<file path="config.mk">
export PLATFORM = sky130hd
export DESIGN_NAME = keypad_scanner
export DESIGN_NICKNAME = d
export VERILOG_FILES = /design/src/rtl/keypad_scanner.sv
export SDC_FILE = /design/constraint.sdc
export NUM_CORES = 1
export LEC_CHECK = 0
export ABC_AREA = 1
export BUFFER_PORTS_ARGS = -buffer_cell sky130_fd_sc_hd__buf_2
export CAP_MARGIN = 10
export CORE_ASPECT_RATIO = 0.8
export CORE_UTILIZATION = 45
export CTS_CLUSTER_DIAMETER = 50
export DETAILED_ROUTE_END_ITERATION = 16
export PLACE_DENSITY_LB_ADDON = 0.15
export SETUP_SLACK_MARGIN = 0.2
export SLEW_MARGIN = 5
export SYNTH_ARGS = -nofsm -noshare
export SYNTH_HDL_FRONTEND = slang
export SYNTH_SLANG_ARGS = --single-unit
</file>
<file path="constraint.sdc">
create_clock -name clk -period 6.7 [get_ports clk]
set_input_delay 1.005 -clock clk [delete_from_list [all_inputs] [get_ports clk]]
set_output_delay 1.005 -clock clk [all_outputs]
set_load 0.02 [all_outputs]
</file>
<file path="src/rtl/keypad_scanner.sv">
`default_nettype none
// +--------------------------------------------------------------------------+
// | Module      : keypad_scanner                                             |
// | Description : Matrix keypad column scanner with frame-based debounce,    |
// |               single/multi key classification, hex or linear key map     |
// |               and optional auto-repeat.                                  |
// | Revision    : 1.0 - initial release                                      |
// +--------------------------------------------------------------------------+
module keypad_scanner #(
  parameter int ROWS          = 4,
  parameter int COLS          = 4,
  parameter int SCAN_DIV      = 1000,
  parameter int DEBOUNCE      = 4,
  parameter int REPEAT_FRAMES = 0,
  parameter int MAP_HEX       = 1
) (
  input  logic                clk,
  input  logic                rst_n,
  input  logic [ROWS-1:0]     row_in,
  output logic [COLS-1:0]     col_out,
  output logic [(($clog2(ROWS*COLS) > 4) ? $clog2(ROWS*COLS) : 4)-1:0] key_code,
  output logic                key_valid,
  output logic                key_held,
  output logic                multi_key
);

  localparam int KW  = ($clog2(ROWS*COLS) > 4) ? $clog2(ROWS*COLS) : 4;
  localparam int DW  = (SCAN_DIV > 1) ? $clog2(SCAN_DIV) : 1;
  localparam int CW  = (COLS > 1) ? $clog2(COLS) : 1;
  localparam int RBW = (ROWS > 1) ? $clog2(ROWS) : 1;
  localparam int SW  = $clog2(DEBOUNCE + 1);
  localparam int RW  = (REPEAT_FRAMES > 0) ? $clog2(REPEAT_FRAMES + 1) : 1;

  typedef enum logic [1:0] {
    RES_NONE   = 2'd0,
    RES_SINGLE = 2'd1,
    RES_MULTI  = 2'd2
  } res_t;

  typedef enum logic [1:0] {
    ST_IDLE  = 2'd0,
    ST_HELD  = 2'd1,
    ST_MULTI = 2'd2
  } state_t;

  logic [DW-1:0]  div_q, div_d;
  logic [CW-1:0]  col_q, col_d;
  res_t           acc_kind_q, acc_kind_d;
  logic [KW-1:0]  acc_code_q, acc_code_d;
  res_t           prev_kind_q, prev_kind_d;
  logic [KW-1:0]  prev_code_q, prev_code_d;
  logic [SW-1:0]  stab_q, stab_d;
  logic [RW-1:0]  rep_q, rep_d;
  state_t         state_q, state_d;
  logic [KW-1:0]  key_code_q, key_code_d;
  logic           key_valid_q, key_valid_d;
  logic           key_held_q, key_held_d;
  logic           multi_key_q, multi_key_d;

  logic           dwell_end;
  logic           frame_end;
  logic [1:0]     row_hits;
  logic [RBW-1:0] row_bit;
  logic [KW-1:0]  sample_code;
  res_t           comb_kind;
  logic [KW-1:0]  comb_code;
  logic           fire;

  // The hex layout only exists for a 4x4 pad; any other geometry maps linearly.
  function automatic logic [KW-1:0] map_code(input int r, input int c);
    logic [3:0] hex;
    hex = 4'h0;
    if (MAP_HEX != 0 && ROWS == 4 && COLS == 4) begin
      case (r * 4 + c)
        0:       hex = 4'h1;
        1:       hex = 4'h2;
        2:       hex = 4'h3;
        3:       hex = 4'hA;
        4:       hex = 4'h4;
        5:       hex = 4'h5;
        6:       hex = 4'h6;
        7:       hex = 4'hB;
        8:       hex = 4'h7;
        9:       hex = 4'h8;
        10:      hex = 4'h9;
        11:      hex = 4'hC;
        12:      hex = 4'hF;
        13:      hex = 4'h0;
        14:      hex = 4'hE;
        default: hex = 4'hD;
      endcase
      map_code = KW'(hex);
    end else begin
      map_code = KW'(r * COLS + c);
    end
  endfunction

  // Column dwell timer and column stepping from COLS-1 down to 0.
  always_comb begin
    dwell_end = (div_q == DW'(SCAN_DIV - 1));
    frame_end = dwell_end && (col_q == '0);
    div_d     = dwell_end ? '0 : div_q + 1'b1;
    col_d     = col_q;
    if (dwell_end) begin
      col_d = (col_q == '0) ? CW'(COLS - 1) : col_q - 1'b1;
    end
    col_out = COLS'(1) << col_q;
  end

  // Count active rows (saturating at 2) and remember one active row position.
  always_comb begin
    row_hits = 2'd0;
    row_bit  = '0;
    for (int i = 0; i < ROWS; i++) begin
      if (row_in[i]) begin
        if (row_hits != 2'd2) begin
          row_hits = row_hits + 2'd1;
        end
        row_bit = RBW'(i);
      end
    end
  end

  // Fold the current column sample into the running frame classification.
  always_comb begin
    sample_code = map_code(ROWS - 1 - int'(row_bit), COLS - 1 - int'(col_q));
    comb_kind   = acc_kind_q;
    comb_code   = acc_code_q;
    if (dwell_end && row_hits != 2'd0) begin
      if (acc_kind_q == RES_NONE && row_hits == 2'd1) begin
        comb_kind = RES_SINGLE;
        comb_code = sample_code;
      end else begin
        comb_kind = RES_MULTI;
        comb_code = '0;
      end
    end
    acc_kind_d = comb_kind;
    acc_code_d = comb_code;
    if (frame_end) begin
      acc_kind_d = RES_NONE;
      acc_code_d = '0;
    end
  end

  // Stability counting, debounced state transitions and key_valid generation.
  always_comb begin
    prev_kind_d = prev_kind_q;
    prev_code_d = prev_code_q;
    stab_d      = stab_q;
    rep_d       = rep_q;
    state_d     = state_q;
    key_code_d  = key_code_q;
    key_held_d  = key_held_q;
    multi_key_d = multi_key_q;
    fire        = 1'b0;
    if (frame_end) begin
      prev_kind_d = comb_kind;
      prev_code_d = comb_code;
      // Non-single results carry a zero code, so a plain compare is exact.
      if (comb_kind == prev_kind_q && comb_code == prev_code_q) begin
        stab_d = (stab_q == SW'(DEBOUNCE)) ? stab_q : stab_q + 1'b1;
      end else begin
        stab_d = SW'(1);
      end
      if (stab_d == SW'(DEBOUNCE)) begin
        case (comb_kind)
          RES_NONE: begin
            if (state_q != ST_IDLE) begin
              state_d     = ST_IDLE;
              key_held_d  = 1'b0;
              multi_key_d = 1'b0;
              rep_d       = '0;
            end
          end
          RES_SINGLE: begin
            if (state_q != ST_HELD || comb_code != key_code_q) begin
              state_d     = ST_HELD;
              key_code_d  = comb_code;
              key_held_d  = 1'b1;
              multi_key_d = 1'b0;
              rep_d       = '0;
              fire        = 1'b1;
            end else if (REPEAT_FRAMES > 0) begin
              if (rep_q == RW'(REPEAT_FRAMES - 1)) begin
                rep_d = '0;
                fire  = 1'b1;
              end else begin
                rep_d = rep_q + 1'b1;
              end
            end
          end
          default: begin
            if (state_q != ST_MULTI) begin
              state_d     = ST_MULTI;
              key_held_d  = 1'b0;
              multi_key_d = 1'b1;
              rep_d       = '0;
            end
          end
        endcase
      end
    end
    // With one-cycle frames a pulse could otherwise follow a pulse directly.
    key_valid_d = fire && !key_valid_q;
  end

  // State registers with asynchronous active-low reset.
  always_ff @(posedge clk or negedge rst_n) begin
    if (!rst_n) begin
      div_q       <= '0;
      col_q       <= CW'(COLS - 1);
      acc_kind_q  <= RES_NONE;
      acc_code_q  <= '0;
      prev_kind_q <= RES_NONE;
      prev_code_q <= '0;
      stab_q      <= '0;
      rep_q       <= '0;
      state_q     <= ST_IDLE;
      key_code_q  <= '0;
      key_valid_q <= 1'b0;
      key_held_q  <= 1'b0;
      multi_key_q <= 1'b0;
    end else begin
      div_q       <= div_d;
      col_q       <= col_d;
      acc_kind_q  <= acc_kind_d;
      acc_code_q  <= acc_code_d;
      prev_kind_q <= prev_kind_d;
      prev_code_q <= prev_code_d;
      stab_q      <= stab_d;
      rep_q       <= rep_d;
      state_q     <= state_d;
      key_code_q  <= key_code_d;
      key_valid_q <= key_valid_d;
      key_held_q  <= key_held_d;
      multi_key_q <= multi_key_d;
    end
  end

  assign key_code  = key_code_q;
  assign key_valid = key_valid_q;
  assign key_held  = key_held_q;
  assign multi_key = multi_key_q;

endmodule
`default_nettype wire
</file>
==> results.cfg <==
[floorplan]
initial_core_util_pct = 47.1
ios = 17
die_area_um2 = 5600
die-width_um = 83.4
placementRows = 23
die_h_um = 67.1
core_area_um2 = 5060

[global_route]
overflow = 0
grt_max_degree = 35
grt_pass1_vias = 1883
antenna_found_initial = 0
grt_pass1_wl_um = 8510
grt_usage_pct = 19.4

[routing]
wl_um = 4890
wl_per_cell_um = 11.8
firstDrtPassIters = 4
drc = 0
vias = 2035
drtIter0Drc = 128
ant_nets = 0
viasPerCell = 4.90

[finish]
diodes = 0
n_fill_cell = 488
drive_gt1_share_pct = 18.4
final_cell_count_no_fill = 415
final_nets = 372
area_growth_syn_to_layout_pct = 11.3

[pwr]
power_density_nw_per_um2 = 174
p_leak_nw = 1.49
peakVddDrop_uv = 130

[critical_path]
r2r_cells = 18
startpoint_type = input port
r2r_slack_ns = 4.00
endpoint_kind = register
slowest_delay_ns = 0.28
critical_path.startpoint = row_in[1]
r2r-end = key_code[3]
worstPathRequired_ns = 6.88
crit_slowest_cell = ha_1
crit_end = key_code[3]
crit_arrival_ns = 3.56
cp_common_cell = nand2_1
path_class = input port to register
cp_max_fo = 6
timing.rr.start = col_q[0]
cp_cell_sequence = buf_2 > inv_1 > ha_1 > inv_1 > nand2_1 > nand2_1 > ha_1 > nand2_1 > nand3_1 > nor2_1 > nor2_4 > nand2_1 > nand2_4 > nand2_1 > nand2_1 > nor2_1 > nand4_1 > nor2_2 > nand3_2 > nand2_1 > nand2_1

[timing]
min_period_ns = 3.38
finalHoldWorstSlack_ns = 0.435
skew_ns = 0.00366
totalNegativeSetupSlack_ns = 0
clock.fmax_ghz = 0.296
rsz0062_at_grt = false
tightest_slew_ns = 0.765
final-hold-violation-count = 0
slew_headroom_pct = 49.0
setup_viol = 0
period_share_pct = 50.4
slew_viol_final = 0

[outcome]
outcome = finished, final reports clean

[clocking]
clock-sinks = 34
cts_inserted_buffers = 5
clk_path_buf_depth = 2
cts_root_buf = clkbuf_8
htreeDepth = 2
clkTransAtPathRegs_ns = 0.07
post_cts_buffers = 0
cts_resized = 0
clk_latency_ns = 0.28
cts_tree = built
hold_buffers = 0

[synth]
ys_seq_area_share_pct = 35.8
synthArstFlopShare_pct = 100
syn_area_um2 = 2390
synth_nets = 350
synth.most_common_cell = nand2_1
ys_ff_latch = 34
synth_top_area_share_pct = 33.6
synth_cell_types = 30
yosysWarnings = 0
yosys-top-cells-count = nand2_1 (88), inv_1 (46), nor2_1 (33)
avgSynthCellArea_um2 = 7.23
synthCells = 330
synth_edf_count = 0
synth_flop_cell = dfrtp_1
yosys.area.top_type = dfrtp_1
synthTopCellsByArea = dfrtp_1 (34%), nand2_1 (14%), ha_1 (7.3%), inv_1 (7.2%), nand3_1 (6.1%)

[place]
dp.cells = 407
place_congestion = 0.815
io_buffers = 16
dp_hpwl_um = 3720

[run]
cap_violations = 0

[worst_hold_path]
min_path_type = register to register
-- cells in the final DEF, fill, tap and decap left out --
| cell type | Yosys | final |
|---|---|---|
| inv_1 | 46 | 46 |
| nand2_2 | 8 | 8 |
| dfrtp_1 | 32 | 32 |
| or2_0 | 1 | 1 |
| bufinv_16 | 0 | 1 |
| o22ai_1 | 1 | 1 |
| a211oi_1 | 1 | 1 |
| clkbuf_8 | 0 | 6 |
| nand3b_1 | 4 | 4 |
| nand3_2 | 4 | 4 |
| nor3_1 | 5 | 5 |
| a21oi_1 | 10 | 10 |
| nor2_2 | 5 | 5 |
| xor2_1 | 1 | 1 |
| a21boi_0 | 1 | 1 |
| ha_1 | 14 | 14 |
| dfstp_2 | 2 | 2 |
| nor2_1 | 33 | 33 |
| clkinv_1 | 1 | 1 |
| nor3_4 | 1 | 1 |
| nand2_4 | 8 | 8 |
| nor2_4 | 3 | 3 |
| o21ai_0 | 16 | 16 |
| nand2_1 | 88 | 88 |
| nand4_1 | 4 | 4 |
| nand4_2 | 1 | 1 |
| clkbuf_1 | 1 | 1 |
| nand3_1 | 29 | 29 |
| buf_2 | 0 | 16 |
| inv_2 | 7 | 7 |
| or2_2 | 1 | 1 |
| nand3_4 | 1 | 1 |
| buf_4 | 1 | 1 |
-- flip-flops by register name (all words and copies together) (netlist names), 3 cells and up --
register     cells
acc_code_q       4
div_q           10
key_code         4
prev_code_q      4
stab_q           3
-- worst min path at each step --
stage / from / end / slack (ns) / cells after the start
floorplan: div_q[9] / div_q[9] / 0.43 / 1
global placement: div_q[9] / div_q[9] / 0.46 / 1
detailed placement: key_valid / key_valid / 0.42 / 1
CTS: key_valid / key_valid / 0.44 / 1
global route: key_valid / key_valid / 0.48 / 1
finish: key_valid / key_valid / 0.43 / 1
-- worst max-delay path, delay by kind of cell --
family | cells | cell delay (ns)
fa+ha+maj | 2 | 0.56
simple gates | 16 | 1.75
buf+inv | 3 | 0.23
-- where the power goes --
group | leakage, nW | internal (mW) | total [mW] | switching (mW)
sequential | 0.391 | 0.208 | 0.209 | 0.000934
combinational | 1.04 | 0.0177 | 0.0555 | 0.0378
clock | 0.0585 | 0.121 | 0.198 | 0.0764
total | 1.49 | 0.347 | 0.463 | 0.115
-- per-stage QoR --
stage | setup slack (ns) | power, mW | instance area (µm²) | utilization, %
after floorplan | 3.50 | 0.254 | 2390 | -
after global placement | 3.07 | 0.268 | 2540 | 50.1
after detailed placement | 3.02 | 0.269 | 2540 | 50.1
after CTS | 3.31 | 0.469 | 2660 | 52.4
after global routing | 3.01 | 0.486 | 2660 | 52.4
final | 3.32 | 0.463 | 2660 | 52.4
-- metal layers --
| layer | routed length, µm | part of all wire, % | track usage [%] | vias up |
|---|---|---|---|---|
| met5 | 0 | 0 | 0 | - |
| met2 | 2030 | 42 | 30.2 | 28 |
| li1 | - | - | - | 1082 |
| met1 | 2650 | 54 | 27.3 | 923 |
| met3 | 181 | 3.7 | 4.28 | 2 |
| met4 | 27 | 0.55 | 5.72 | 0 |
-- cell families (layout without fill, tap and decap cells) --
logic type,count (synthesis),in the layout,synth area share (%)
AO/OA/AOI/OAI,29,29,6.35
XOR/XNOR,1,1,0.367
adder cells (fa/ha/maj),14,14,7.34
buffers and inverters,56,79,8.97
flip-flops,34,34,35.8
AND/OR/NAND/NOR,196,196,41.2
-- area by class of cell --
type / instances / area (µm²) / share of cell area [%]
multi-input combinational: 240 / 1320 / 49.6
sequential: 34 / 853 / 32.1
inverter: 54 / 203 / 7.63
timing repair buffer: 17 / 87.6 / 3.30
clock buffer: 7 / 86.3 / 3.25
tap: 62 / 77.6 / 2.92
clock inverter: 1 / 30.0 / 1.13
Power figures use the tool's default switching activity.
